--- config.mk ---
export PLATFORM = sky130hd
export DESIGN_NAME = ripple_full_subtractor
export DESIGN_NICKNAME = d
export VERILOG_FILES = /design/src/rtl/full_subtr_pkg.sv /design/src/rtl/fs_bit_cell.sv /design/src/rtl/ripple_full_subtractor.sv
export SDC_FILE = /design/constraint.sdc
export NUM_CORES = 1
export LEC_CHECK = 0
export BUFFER_PORTS_ARGS = -buffer_cell sky130_fd_sc_hd__buf_2
export CAP_MARGIN = 20
export CORE_MARGIN = 3
export CORE_UTILIZATION = 45
export DETAILED_ROUTE_END_ITERATION = 10
export PLACE_DENSITY = 0.78
export SLEW_MARGIN = 5
export SYNTH_ARGS = -nofsm -noshare
export SYNTH_HDL_FRONTEND = slang
export SYNTH_SLANG_ARGS = --single-unit
--- constraint.sdc ---
create_clock -name clk -period 0.9 [get_ports clk]
set_input_delay 0.135 -clock clk [delete_from_list [all_inputs] [get_ports clk]]
set_output_delay 0.135 -clock clk [all_outputs]
set_load 0.01 [all_outputs]
--- src/rtl/full_subtr_pkg.sv ---
// Shared definitions for the ripple-borrow subtractor: default width, legal
// width range, result/borrow-chain types and the per-bit subtract equations.
// Optional feature macro used by the top level: FULL_SUBTR_OVF_EN.
package full_subtr_pkg;

  localparam int unsigned DEFAULT_WIDTH = 32'd8;
  localparam int unsigned MIN_WIDTH     = 32'd2;
  localparam int unsigned MAX_WIDTH     = 32'd32;

  // Result is one bit wider than the operands: the top bit is the final borrow.
  typedef logic [DEFAULT_WIDTH:0]   diff_t;
  typedef logic [DEFAULT_WIDTH-1:0] borrow_vec_t;

  // Difference bit of a 1-bit full subtractor.
  function automatic logic fs_diff(
    input logic a_i,
    input logic b_i,
    input logic bin
  );
    return a_i ^ b_i ^ bin;
  endfunction

  // Borrow out of a 1-bit full subtractor: borrow when a < b, or when the
  // bits are equal and a borrow is already coming in.
  function automatic logic fs_borrow(
    input logic a_i,
    input logic b_i,
    input logic bin
  );
    return (~a_i & b_i) | (~(a_i ^ b_i) & bin);
  endfunction

  // Two's-complement overflow of a - b: operand signs differ and the result
  // sign differs from the minuend sign.
  function automatic logic fs_signed_ovf(
    input logic a_msb,
    input logic b_msb,
    input logic d_msb
  );
    return (a_msb ^ b_msb) & (a_msb ^ d_msb);
  endfunction

endpackage

--- src/rtl/fs_bit_cell.sv ---
// One-bit full subtractor cell: d = a - b - bin, bout = borrow out.
// Purely combinational; chained bout -> bin by the top level.
module fs_bit_cell
  import full_subtr_pkg::*;
(
  input  logic i_a,
  input  logic i_b,
  input  logic i_bin,
  output logic o_d,
  output logic o_bout
);

  logic w_d;
  logic w_bout;

  // Difference and borrow for this bit position.
  always_comb begin
    w_d    = fs_diff(i_a, i_b, i_bin);
    w_bout = fs_borrow(i_a, i_b, i_bin);
  end

  assign o_d    = w_d;
  assign o_bout = w_bout;

endmodule

--- src/rtl/ripple_full_subtractor.sv ---
// Registered WIDTH-bit ripple-borrow subtractor: s = a - b - cin as a
// (WIDTH+1)-bit two's-complement value, plus the per-bit borrow chain.
// One output register stage; in_valid is the capture enable and out_valid
// is its one-cycle-delayed copy.
// Optional macro FULL_SUBTR_OVF_EN adds a registered signed-overflow flag ovf.
module ripple_full_subtractor
  import full_subtr_pkg::*;
#(
  parameter int unsigned WIDTH = DEFAULT_WIDTH
) (
  input  logic             clk,
  input  logic             rst,
  input  logic             in_valid,
  input  logic [WIDTH-1:0] a,
  input  logic [WIDTH-1:0] b,
  input  logic             cin,
  output logic             out_valid,
  output logic [WIDTH:0]   s,
  output logic [WIDTH-1:0] cout
`ifdef FULL_SUBTR_OVF_EN
  ,
  output logic             ovf
`endif
);

  // Reject widths the borrow chain is not meant to support.
  generate
    if ((WIDTH < MIN_WIDTH) || (WIDTH > MAX_WIDTH)) begin : g_bad_width
      $error("ripple_full_subtractor: WIDTH out of range 2..32");
    end
  endgenerate

  // w_borrow[0] is the external borrow-in; w_borrow[i+1] is the borrow out
  // of bit i, so w_borrow[WIDTH] is the final borrow.
  logic [WIDTH:0]   w_borrow;
  logic [WIDTH-1:0] w_d;
  logic [WIDTH:0]   w_s;
  logic [WIDTH-1:0] w_cout;

  logic             r_out_valid;
  logic [WIDTH:0]   r_s;
  logic [WIDTH-1:0] r_cout;

  assign w_borrow[0] = cin;

  // Ripple chain: one cell per bit, borrow out feeds the next bit's borrow in.
  generate
    for (genvar gi = 0; gi < int'(WIDTH); gi++) begin : g_cell
      fs_bit_cell u_cell (
        .i_a    (a[gi]),
        .i_b    (b[gi]),
        .i_bin  (w_borrow[gi]),
        .o_d    (w_d[gi]),
        .o_bout (w_borrow[gi+1])
      );
    end
  endgenerate

  // Assemble the combinational result and the exported borrow chain.
  always_comb begin
    w_s    = {w_borrow[WIDTH], w_d};
    w_cout = w_borrow[WIDTH:1];
  end

  // Valid pipeline: out_valid follows in_valid by exactly one cycle.
  always_ff @(posedge clk or posedge rst) begin
    if (rst) begin
      r_out_valid <= 1'b0;
    end else begin
      r_out_valid <= in_valid;
    end
  end

  // Result register: capture on in_valid, otherwise hold the last result.
  always_ff @(posedge clk or posedge rst) begin
    if (rst) begin
      r_s    <= '0;
      r_cout <= '0;
    end else if (in_valid) begin
      r_s    <= w_s;
      r_cout <= w_cout;
    end else begin
      r_s    <= r_s;
      r_cout <= r_cout;
    end
  end

`ifdef FULL_SUBTR_OVF_EN
  logic w_ovf;
  logic r_ovf;

  // Signed overflow of a - b - cin, taken from operand and difference MSBs.
  always_comb begin
    w_ovf = fs_signed_ovf(a[WIDTH-1], b[WIDTH-1], w_d[WIDTH-1]);
  end

  // Overflow flag shares the capture enable and latency of the result.
  always_ff @(posedge clk or posedge rst) begin
    if (rst) begin
      r_ovf <= 1'b0;
    end else if (in_valid) begin
      r_ovf <= w_ovf;
    end else begin
      r_ovf <= r_ovf;
    end
  end

  assign ovf = r_ovf;
`endif

  assign out_valid = r_out_valid;
  assign s         = r_s;
  assign cout      = r_cout;

endmodule

==> impl_results.md <==
- Max cap viols: 0
- Synthesized net count: 92
- Synth Flop Type: dfrtp_1
- Cell class contributing the biggest share of worst-path delay: adder cells
- Met3 GRT Util: 3.93%
- Seq cells post-synth: 17
- Post-synth top area share: 50.1%
- Die area: 2450 sq um
- Place WS: -2.83 ns
- Max VDD drop: 1.34 mV
- Dpl cells: 126
- Post-synth top cells: dfrtp_1 (17), inv_1 (14), fa_1 (8)
- I/O Buffers: 37
- Wire per inst: 13.8 microns
- Relative slew slack: 84.9%
- Maximum clock insertion buffer count: 2
- Synthesized netlist cell count: 64
- Initial antenna violation count: 0
- CP Class: primary input to flop
- Vias per cell: 4.45
- Max-slew violations: 0
- N_diodes: 0
- DR DRC count: 0
- Crit-path max cell delay: 0.42 ns
- Initial drt markers: 3
- CP arrival: 3.48 ns
- Mapped Area: 850 sq um
- Final ANT Viol Nets: 0
- GPL Wtd Cong: 0.745
- Vias: 659
- Clock latency on the worst-skew pair: 0.29 ns
- Post-synth cell types: 10
- Die Ht: 49.5 microns
- Worst path most repeated cell: fa_2
- GR peak layer: met2
- Leading area contributor after synthesis: dfrtp_1
- Die Wd: 49.5 microns
- Post-Route WL: 2040 microns
- Synthesis warning total: 0
- Pwr/cell area: 1660 nW/um^2
- Cell with the most instances after synthesis: dfrtp_1
- Slowest CP cell: fa_2
- Filler cells: 124
- First-pass GRT wire length: 3170 microns
- Worst Tran Pin Value: 0.226 ns
- DPL Wire Length: 1380 microns
- RSZ-0062 raised after global routing: yes
- CP Launch Type: primary input
- Drt first pass iters: 4
- Worst-path fanout max: 2
- Worst setup margin: -2.39 ns
- Layout Cells excl Fill: 148
- CTS tree: done
- Clk_skew: 0 ns
- Critical path, cell by cell: buf_6 -> fa_2 -> fa_2 -> fa_2 -> fa_2 -> fa_2 -> inv_2 -> fa_2 -> inv_2 -> fa_2 -> inv_2 -> fa_2 -> mux2_4
- Post-synth EDFFs: 0
- Clock sinks: 17
- H-tree depth: 1
- Layout cells sized above 1: 68.3%
- Top cells by area, synth: dfrtp_1 (50%), fa_1 (19%), mux2_4 (11%), inv_1 (6.2%), a21oi_1 (3.5%)
- Largest net degree at the start of global routing: 18
- Status: complete, but fails checks
- Vias in the first global route: 696
- Failing checks: negative setup slack
- GR Util met1: 21.3%
- Hold crit path type: primary input to flop
- FFs w/ async S/R, synth: 100%
- Total Power: 2.19 mW
- Initial core utilization: 48.7%
- Seq/Total Area, Yosys: 50.1%
- Post-layout min period: 3.29 ns
- Leakage power: 0.694 nW
- CTS Root Cell: clkbuf_4
- Cts bufs inserted: 3
- I/O pins: 38
- Grt ovf: 0
- Syn Area/Cell: 13.3 sq um
- Final net count: 152
- Synthesis-to-layout area growth: 54.6%
- Worst-path clk slew: 0.11 ns
- Met2 Use GR: 31.0%
- Final hold violations: 0
- CP bufs+invs: 4
- Final setup vio count: 33
- Row cnt: 15
- Core ar.: 1750 sq um
- CP endpoint kind: flop
- Max Freq: 304 MHz
- All-Layer GR Usage: 17.2%
- Min Hold Slack: 0.179 ns
- Final setup TNS: -18.54 ns
- Final Cycle Share: 365%
- Worst Path Required: 1.09 ns
[sequential cells by signal, summed over array words and instances, names as in the netlist]
signal     count
s              9
cout           7
out_valid      1
[repair_timing]
action                                  in CTS  in global routing
endpoints found under the setup margin      32                 33
pin swaps                                    6                  0
hold buffers                                 1                  0
setup buffers                               12                  5
hold endpoints to repair                    17                  0
resized for setup                            5                  4
[layer usage]
layer	up-vias	wire length, microns
met3	2	104
met2	27	1120
met5	-	0
met4	0	6
met1	318	811
li1	312	-
[metrics by stage]
step                      area (sq um)  util, %
final                             1310     75.3
after global routing              1310     75.3
after CTS                         1260     72.0
after detailed placement          1110     63.5
after global placement            1110     63.5
after floorplan                    871        -
[where the power goes]
group,switching [mW],internal (mW),total (mW),leakage [nW]
logic,0.338,0.465,0.803,0.481
registers,0.0695,0.889,0.959,0.195
clock network,0.259,0.165,0.424,0.0177
total,0.667,1.52,2.19,0.694
[cell families after synthesis]
kind of cell	count (synthesis)	synth area share (%)
AOI/OAI and AO/OA	6	3.53
adders and majority gates	8	18.9
buffers and inverters	17	9.28
DFF	17	50.1
muxes	10	15.6
and+or+nand+nor	6	2.65
[area by class of cell]
type / instances / area [sq um] / area share (%)
sequential: 17 / 425 / 32.4
clock buffer: 3 / 22.5 / 1.71
multi-input combinational: 30 / 388 / 29.5
inverter: 14 / 52.6 / 4.00
tap: 25 / 31.3 / 2.38
timing repair buffer: 58 / 389 / 29.6
clock inverter: 1 / 5.00 / 0.381
[final timing paths]
kind | from | end | slack (ns) | cells after the start
setup / recovery | b[0] | s[7]$_DFFE_PP0P_ | -2.39 | 13
min in group asynchronous | rst | cout[4]$_DFFE_PP0P_ | 0.38 | 4
setup reg to reg | cout[6]$_DFFE_PP0P_ | cout[6]$_DFFE_PP0P_ | -0.02 | 2
hold reg to reg | s[7]$_DFFE_PP0P_ | s[7]$_DFFE_PP0P_ | 0.52 | 1
hold / removal | in_valid | out_valid$_DFF_PP0_ | 0.18 | 2
max in group asynchronous | rst | cout[0]$_DFFE_PP0P_ | 0.33 | 4
[cell usage in the layout (no fill, tap or decap), types with 2 or more instances in the layout]
cell type	n
fa_2	8
buf_4	18
mux2i_1	2
buf_12	2
a21oi_2	4
inv_2	3
a21oi_1	2
clkbuf_4	3
buf_6	3
inv_1	11
buf_2	34
nor2_1	6
mux2_4	8
dfrtp_1	17
(Power assumes the default switching activity.)
